$ cat config.mk
export PLATFORM = sky130hd
export DESIGN_NAME = conv_grp_task_sched
export DESIGN_NICKNAME = d
export VERILOG_FILES = /design/src/rtl/conv_grp_task_sched.sv
export SDC_FILE = /design/constraint.sdc
export NUM_CORES = 1
export LEC_CHECK = 0
export BUFFER_PORTS_ARGS = -buffer_cell sky130_fd_sc_hd__buf_2
export CORE_MARGIN = 10
export CORE_UTILIZATION = 60
export CTS_BUF_LIST = sky130_fd_sc_hd__clkbuf_8 sky130_fd_sc_hd__clkbuf_16
export CTS_CLUSTER_DIAMETER = 80
export DETAILED_ROUTE_END_ITERATION = 8
export GPL_TIMING_DRIVEN = 0
export PLACE_DENSITY = 0.87
export SYNTH_ARGS = -nofsm -noshare
export SYNTH_HDL_FRONTEND = slang
export SYNTH_SLANG_ARGS = --single-unit
$ cat constraint.sdc
create_clock -name clk -period 9.35 [get_ports clk]
set_clock_uncertainty 0.2 [all_clocks]
set_input_delay 1.87 -clock clk [delete_from_list [all_inputs] [get_ports clk]]
set_output_delay 1.87 -clock clk [all_outputs]
set_load 0.05 [all_outputs]
$ cat src/rtl/conv_grp_task_sched.sv
// conv_grp_task_sched: layer-level task scheduler for the convolution engine.
// When a start pulse arrives, the scheduler latches the base addresses and the
// group parameters. It then issues one descriptor per group over a valid/ready
// channel and limits the number of groups in flight. A layer ends after every
// issued group has been reported complete by the packer.
//
// Handshake: task_valid and the payload are held stable from the first cycle
// valid is seen until task_ready is sampled high on a rising clk edge. A
// transfer happens on any edge where task_valid && task_ready are both high.
module conv_grp_task_sched #(
    parameter int MAX_OUTSTANDING = 2,
    parameter int ADDR_W          = 32
) (
    input  logic              clk,
    input  logic              rst,
    input  logic              start,
    input  logic              abort,
    input  logic              is_grp_conv_mode,
    input  logic [15:0]       group_n,
    input  logic [ADDR_W-1:0] ifmap_baseaddr,
    input  logic [ADDR_W-1:0] ofmap_baseaddr,
    input  logic [ADDR_W-1:0] kernal_wgt_baseaddr,
    input  logic [31:0]       data_size_foreach_group,
    input  logic [31:0]       ofmap_size_foreach_group,
    input  logic [31:0]       wgt_size_foreach_group,
    input  logic              grp_done,
    output logic              task_valid,
    input  logic              task_ready,
    output logic [15:0]       task_grp_id,
    output logic [ADDR_W-1:0] task_ifmap_addr,
    output logic [ADDR_W-1:0] task_ofmap_addr,
    output logic [ADDR_W-1:0] task_wgt_addr,
    output logic              task_last,
    output logic              en_mac_array,
    output logic              en_packer,
    output logic              busy,
    output logic              done,
    output logic              err_spurious_done
);

    typedef enum logic [1:0] {IDLE = 2'd0, ISSUE = 2'd1, DRAIN = 2'd2, FIN = 2'd3} state_t;

    localparam logic [2:0] MAX_OUT = 3'(MAX_OUTSTANDING);

    // state_q is kept as a named enum so that checkers can bind to it directly.
    state_t            state_q;
    logic [2:0]        out_q;      // groups issued in this layer and not yet completed
    logic [2:0]        orphan_q;   // groups still in flight from an aborted layer
    logic [15:0]       grp_cnt_q;
    logic [15:0]       grp_total_q;
    logic [ADDR_W-1:0] ifm_acc_q, ofm_acc_q, wgt_acc_q;
    logic [ADDR_W-1:0] ifm_str_q, ofm_str_q, wgt_str_q;
    logic              busy_q, en_q, done_q, err_q;

    logic              grp_done_eff;
    logic              hs;
    logic              spurious;
    logic [2:0]        out_nxt;
    logic [3:0]        orphan_sum;
    logic [2:0]        orphan_sat;

    // Combinational part: the valid/transfer decision and the next outstanding count.
    // A completion pulse is first used to retire a group left over from an abort.
    always_comb begin
        grp_done_eff = grp_done && (orphan_q == 3'd0);
        task_valid   = (state_q == ISSUE) && ((out_q < MAX_OUT) || grp_done_eff);
        hs           = task_valid && task_ready;
        spurious     = grp_done_eff && !hs && (out_q == 3'd0);
        out_nxt      = out_q;
        if (hs && !grp_done_eff) begin
            out_nxt = out_q + 3'd1;
        end else if (!hs && grp_done_eff && (out_q != 3'd0)) begin
            out_nxt = out_q - 3'd1;
        end
        orphan_sum = {1'b0, orphan_q} + {1'b0, out_nxt}
                   - {3'b000, (grp_done && (orphan_q != 3'd0))};
        orphan_sat = (orphan_sum > 4'd7) ? 3'd7 : orphan_sum[2:0];
    end

    assign task_grp_id       = grp_cnt_q;
    assign task_ifmap_addr   = ifm_acc_q;
    assign task_ofmap_addr   = ofm_acc_q;
    assign task_wgt_addr     = wgt_acc_q;
    assign task_last         = (state_q == ISSUE) && (grp_cnt_q == grp_total_q);
    assign en_mac_array      = en_q;
    assign en_packer         = en_q;
    assign busy              = busy_q;
    assign done              = done_q;
    assign err_spurious_done = err_q;

    // Scheduler FSM. It also updates the counters, the address accumulators and the registered outputs.
    always_ff @(posedge clk) begin
        if (rst) begin
            state_q     <= IDLE;
            out_q       <= '0;
            orphan_q    <= '0;
            grp_cnt_q   <= '0;
            grp_total_q <= '0;
            ifm_acc_q   <= '0;
            ofm_acc_q   <= '0;
            wgt_acc_q   <= '0;
            ifm_str_q   <= '0;
            ofm_str_q   <= '0;
            wgt_str_q   <= '0;
            busy_q      <= 1'b0;
            en_q        <= 1'b0;
            done_q      <= 1'b0;
            err_q       <= 1'b0;
        end else begin
            done_q <= 1'b0;
            if (spurious) begin
                err_q <= 1'b1;
            end
            if (abort && (state_q != IDLE)) begin
                // Groups already handed downstream will still report completion.
                // They are counted here so that those late pulses are absorbed.
                state_q  <= IDLE;
                out_q    <= '0;
                orphan_q <= orphan_sat;
                busy_q   <= 1'b0;
                en_q     <= 1'b0;
            end else begin
                out_q <= out_nxt;
                if (grp_done && (orphan_q != 3'd0)) begin
                    orphan_q <= orphan_q - 3'd1;
                end
                case (state_q)
                    IDLE: begin
                        if (start && !abort) begin
                            ifm_acc_q   <= ifmap_baseaddr;
                            ofm_acc_q   <= ofmap_baseaddr;
                            wgt_acc_q   <= kernal_wgt_baseaddr;
                            ifm_str_q   <= ADDR_W'(data_size_foreach_group);
                            ofm_str_q   <= ADDR_W'(ofmap_size_foreach_group);
                            wgt_str_q   <= ADDR_W'(wgt_size_foreach_group);
                            grp_total_q <= is_grp_conv_mode ? group_n : 16'd0;
                            grp_cnt_q   <= '0;
                            out_q       <= '0;
                            busy_q      <= 1'b1;
                            en_q        <= 1'b1;
                            state_q     <= ISSUE;
                        end
                    end
                    ISSUE: begin
                        if (hs) begin
                            ifm_acc_q <= ifm_acc_q + ifm_str_q;
                            ofm_acc_q <= ofm_acc_q + ofm_str_q;
                            wgt_acc_q <= wgt_acc_q + wgt_str_q;
                            grp_cnt_q <= grp_cnt_q + 16'd1;
                            if (task_last) begin
                                state_q <= DRAIN;
                            end
                        end
                    end
                    DRAIN: begin
                        if (out_q == 3'd0) begin
                            done_q  <= 1'b1;
                            state_q <= FIN;
                        end
                    end
                    FIN: begin
                        busy_q  <= 1'b0;
                        en_q    <= 1'b0;
                        state_q <= IDLE;
                    end
                    default: state_q <= IDLE;
                endcase
            end
        end
    end

endmodule
==> results.md <==
- Adder-cell area share of the yosys netlist: 0.0966
- Final setup vio count: 0
- # H-tree levels: 1
- Power per cell area: 293 nW/um^2
- DR vias: 16800
- Antenna violations before repair: 2
- Tmin final: 5.79 ns
- DRT iter0 DRCs: 1852
- YS warnings: 0
- Die H: 178 um
- Gp weighted congestion: 0.987
- DRC: 0
- Worst setup SP type: register
- Area grow syn2layout: 20.4%
- Post-detailed-route wirelength per cell: 22.2 um
- CTS clk-pin slew, worst paths: 0.06 ns
- Clock Latency Late Sink: 0.55 ns
- Flops & latches, synth: 235
- Die X: 178 um
- MaxCap Viol Count: 0
- Setup ws final: 3.56 ns
- Cell area after synthesis: 15000 um^2
- Worst min-delay path category: register to register
- Total gr overflow: 0
- CTS Hold Buffers Added: 0
- Share of cells above drive strength 1: 0.183
- GRT met2 Usage: 0.561
- Fmax: 0.173 GHz
- Crit-path max FO: 10
- Netlist cell types: 89
- Post-synth EDFFs: 0
- Leakage power: 8.06 nW
- Reg2Reg Depth: 8
- Primary FF master, synth: dfxtp_1
- Clock sinks: 235
- Post-Syn Nets: 2275
- Register area share after synthesis: 0.315
- CTS resizes: 0
- Fill cells: 1993
- Total Die Area: 31600 um^2
- GRT Util Overall: 0.352
- CTS Root Cell: clkbuf_16
- Status: complete, no violations
- Initial core utilization: 0.613
- WS Path Type: register to output port
- IO Count: 334
- FFs w/ async S/R, synth: 0
- Site row count: 57
- Mux contribution to synthesized area: 0.0217
- Vias in the first global route: 16300
- Measured slew at the worst slew-check pin: 1.34 ns
- Pins Over Slew Limit: 0
- IO buf count: 331
- Drt via density: 6.33
- Final hold vios: 0
- Post-CTS Setup Inserts: 0
- CP Capture Type: output port
- DR pass1 iterations: 6
- Number of nets in the layout: 2634
- Remaining antenna violation count after routing: 0
- Relative slew margins: 0.110
- WL final: 58900 um
- WHS Path Cells: 2
- CP Data Required Time: 7.28 ns
- Cells after Synth: 1947
- Crit path DAT: 3.72 ns
- Largest net degree at the start of global routing: 14
- Compound-gate portion of the synthesized area: 0.272
- Main combinational cell family by area after synthesis: compound AO/OA/AOI/OAI gates
- Period utilisation layout: 0.620
- CTS Buf Count: 26
- Longest Clk Path Bufs: 3
- Peak supply drop: 0.263 mV
- Core area: 24400 um^2
- Busiest grt layer: met2
- Met3 Track Usage GR: 0.0680
- Met1 GRT Util: 0.439
- CTS tree: built
- HPWL Detailed: 44600 um
- Pre-CTS setup slack: 4.17 ns
- First-pass GRT wire length: 88800 um
- Simple-Gate Fraction of Synth Area: 0.202
- Reg2Reg Setup Slack: 5.53 ns
- Total negative slack: 0 ns
- Mean Syn Cell Area: 7.68 um^2
- XOR/XNOR Fraction of Synth Area: 0.0486
- RSZ-0062 raised after global routing: false
-- cells in the final DEF (no fill, tap or decap), types with 10 or more instances in the layout --
cell and count:
a21o_1 54, o21ai_0 98, inv_1 55, nand3_1 56, and3_1 23, o21ai_1 10, o21a_1 16, nor3_1 45
buf_1 15, xnor2_1 55, buf_2 339, xor2_1 28, nand2_1 309, mux2i_1 29, a31oi_1 36, clkbuf_1 87
nor2b_1 20, nand2b_1 10, ha_1 109, nor2_1 121, a21oi_1 279, a211oi_1 54, o21bai_1 10, dfxtp_1 235
or3_1 17, clkbuf_16 27, nand4_1 20
-- Yosys cell counts (23+ instances only) --
| master | count | area [um^2] |
|---|---|---|
| nand3_1 | 56 | 280 |
| a211oi_1 | 54 | 405 |
| nand2_1 | 309 | 1160 |
| o21ai_0 | 98 | 490 |
| xnor2_1 | 55 | 482 |
| a21o_1 | 54 | 405 |
| inv_1 | 52 | 195 |
| nor2_1 | 121 | 454 |
| ha_1 | 109 | 1360 |
| mux2i_1 | 29 | 290 |
| xor2_1 | 28 | 245 |
| a21oi_1 | 279 | 1400 |
| nor3_1 | 45 | 225 |
| clkbuf_1 | 87 | 327 |
| a31oi_1 | 36 | 225 |
| and3_1 | 23 | 144 |
| dfxtp_1 | 235 | 4700 |
-- path summary, 6_finish.rpt --
path	start	end
min reg2reg	ofm_str_q[8]$_SDFFE_PP0P_	ofm_str_q[8]$_SDFFE_PP0P_
max	state_q[1]$_SDFFE_PP0P_	task_last
min	ofm_str_q[8]$_SDFFE_PP0P_	ofm_str_q[8]$_SDFFE_PP0P_
max reg2reg	state_q[1]$_SDFFE_PP0P_	task_wgt_addr[24]$_SDFFE_PP0P_
-- cells by family (layout without fill, tap and decap cells) --
family	count (synthesis)	count (layout)
compound gates	651	651
xor+xnor	83	83
fa+ha+maj	113	113
buf+inv	168	547
flops	235	235
mux	32	32
other cells	0	3
simple gates	665	665
-- power breakdown --
part / total (mW) / internal [mW] / switching [mW]
Clock: 1.18 / 0.728 / 0.454
Combinational: 2.70 / 0.772 / 1.93
Sequential: 1.39 / 1.20 / 0.191
Total: 5.28 / 2.70 / 2.57
-- sequential cells by signal (all words and copies together) (netlist names), 2 cells and up --
signal / count
ofm_str_q: 32
task_grp_id: 16
wgt_str_q: 32
state_q: 2
task_ifmap_addr: 32
out_q: 3
ifm_str_q: 32
grp_total_q: 16
task_ofmap_addr: 32
orphan_q: 3
task_wgt_addr: 32
-- metrics by stage --
stage / instances / total power, mW / cell area, um^2 / hold slack (ns) / utilization
detailed placement: 2602 / 4.02 / 17000 / 0.253 / 0.698
finish: 2653 / 5.28 / 18000 / 0.260 / 0.738
global route: 2652 / 5.49 / 18000 / 0.278 / 0.738
CTS: 2650 / 5.20 / 18000 / 0.262 / 0.738
floorplan: 1947 / 3.21 / 15000 / 0.240 / -
global placement: 2602 / 3.96 / 17000 / 0.248 / 0.698
-- worst max-delay path: stages (launching register included) --
cell	delay, ns
dfxtp_1	0.35
inv_1	0.10
ha_1	0.13
buf_2	0.20
clkbuf_1	0.56
buf_1	0.80
clkbuf_1	0.52
and2_1	0.22
buf_2	0.27
-- final cells by class --
| class | instances | area [um^2] | area share |
|---|---|---|---|
| clock buffers | 32 | 744 | 0.0414 |
| plain buffers | 115 | 458 | 0.0254 |
| well taps | 324 | 405 | 0.0225 |
| multi-input cells | 1544 | 9590 | 0.533 |
| flip-flops and latches | 235 | 4700 | 0.261 |
| inverters | 53 | 199 | 0.0111 |
| clock inverters | 16 | 233 | 0.0129 |
| diodes | 3 | 7.51 | 0.000417 |
| repair buffers | 331 | 1660 | 0.0920 |
-- routing by layer --
metal / up-vias / share of wire
li1: 7724 / -
met1: 7865 / 0.39
met2: 990 / 0.45
met3: 227 / 0.10
met4: 0 / 0.059
met5: - / 0
Power figures use the tool's default switching activity.
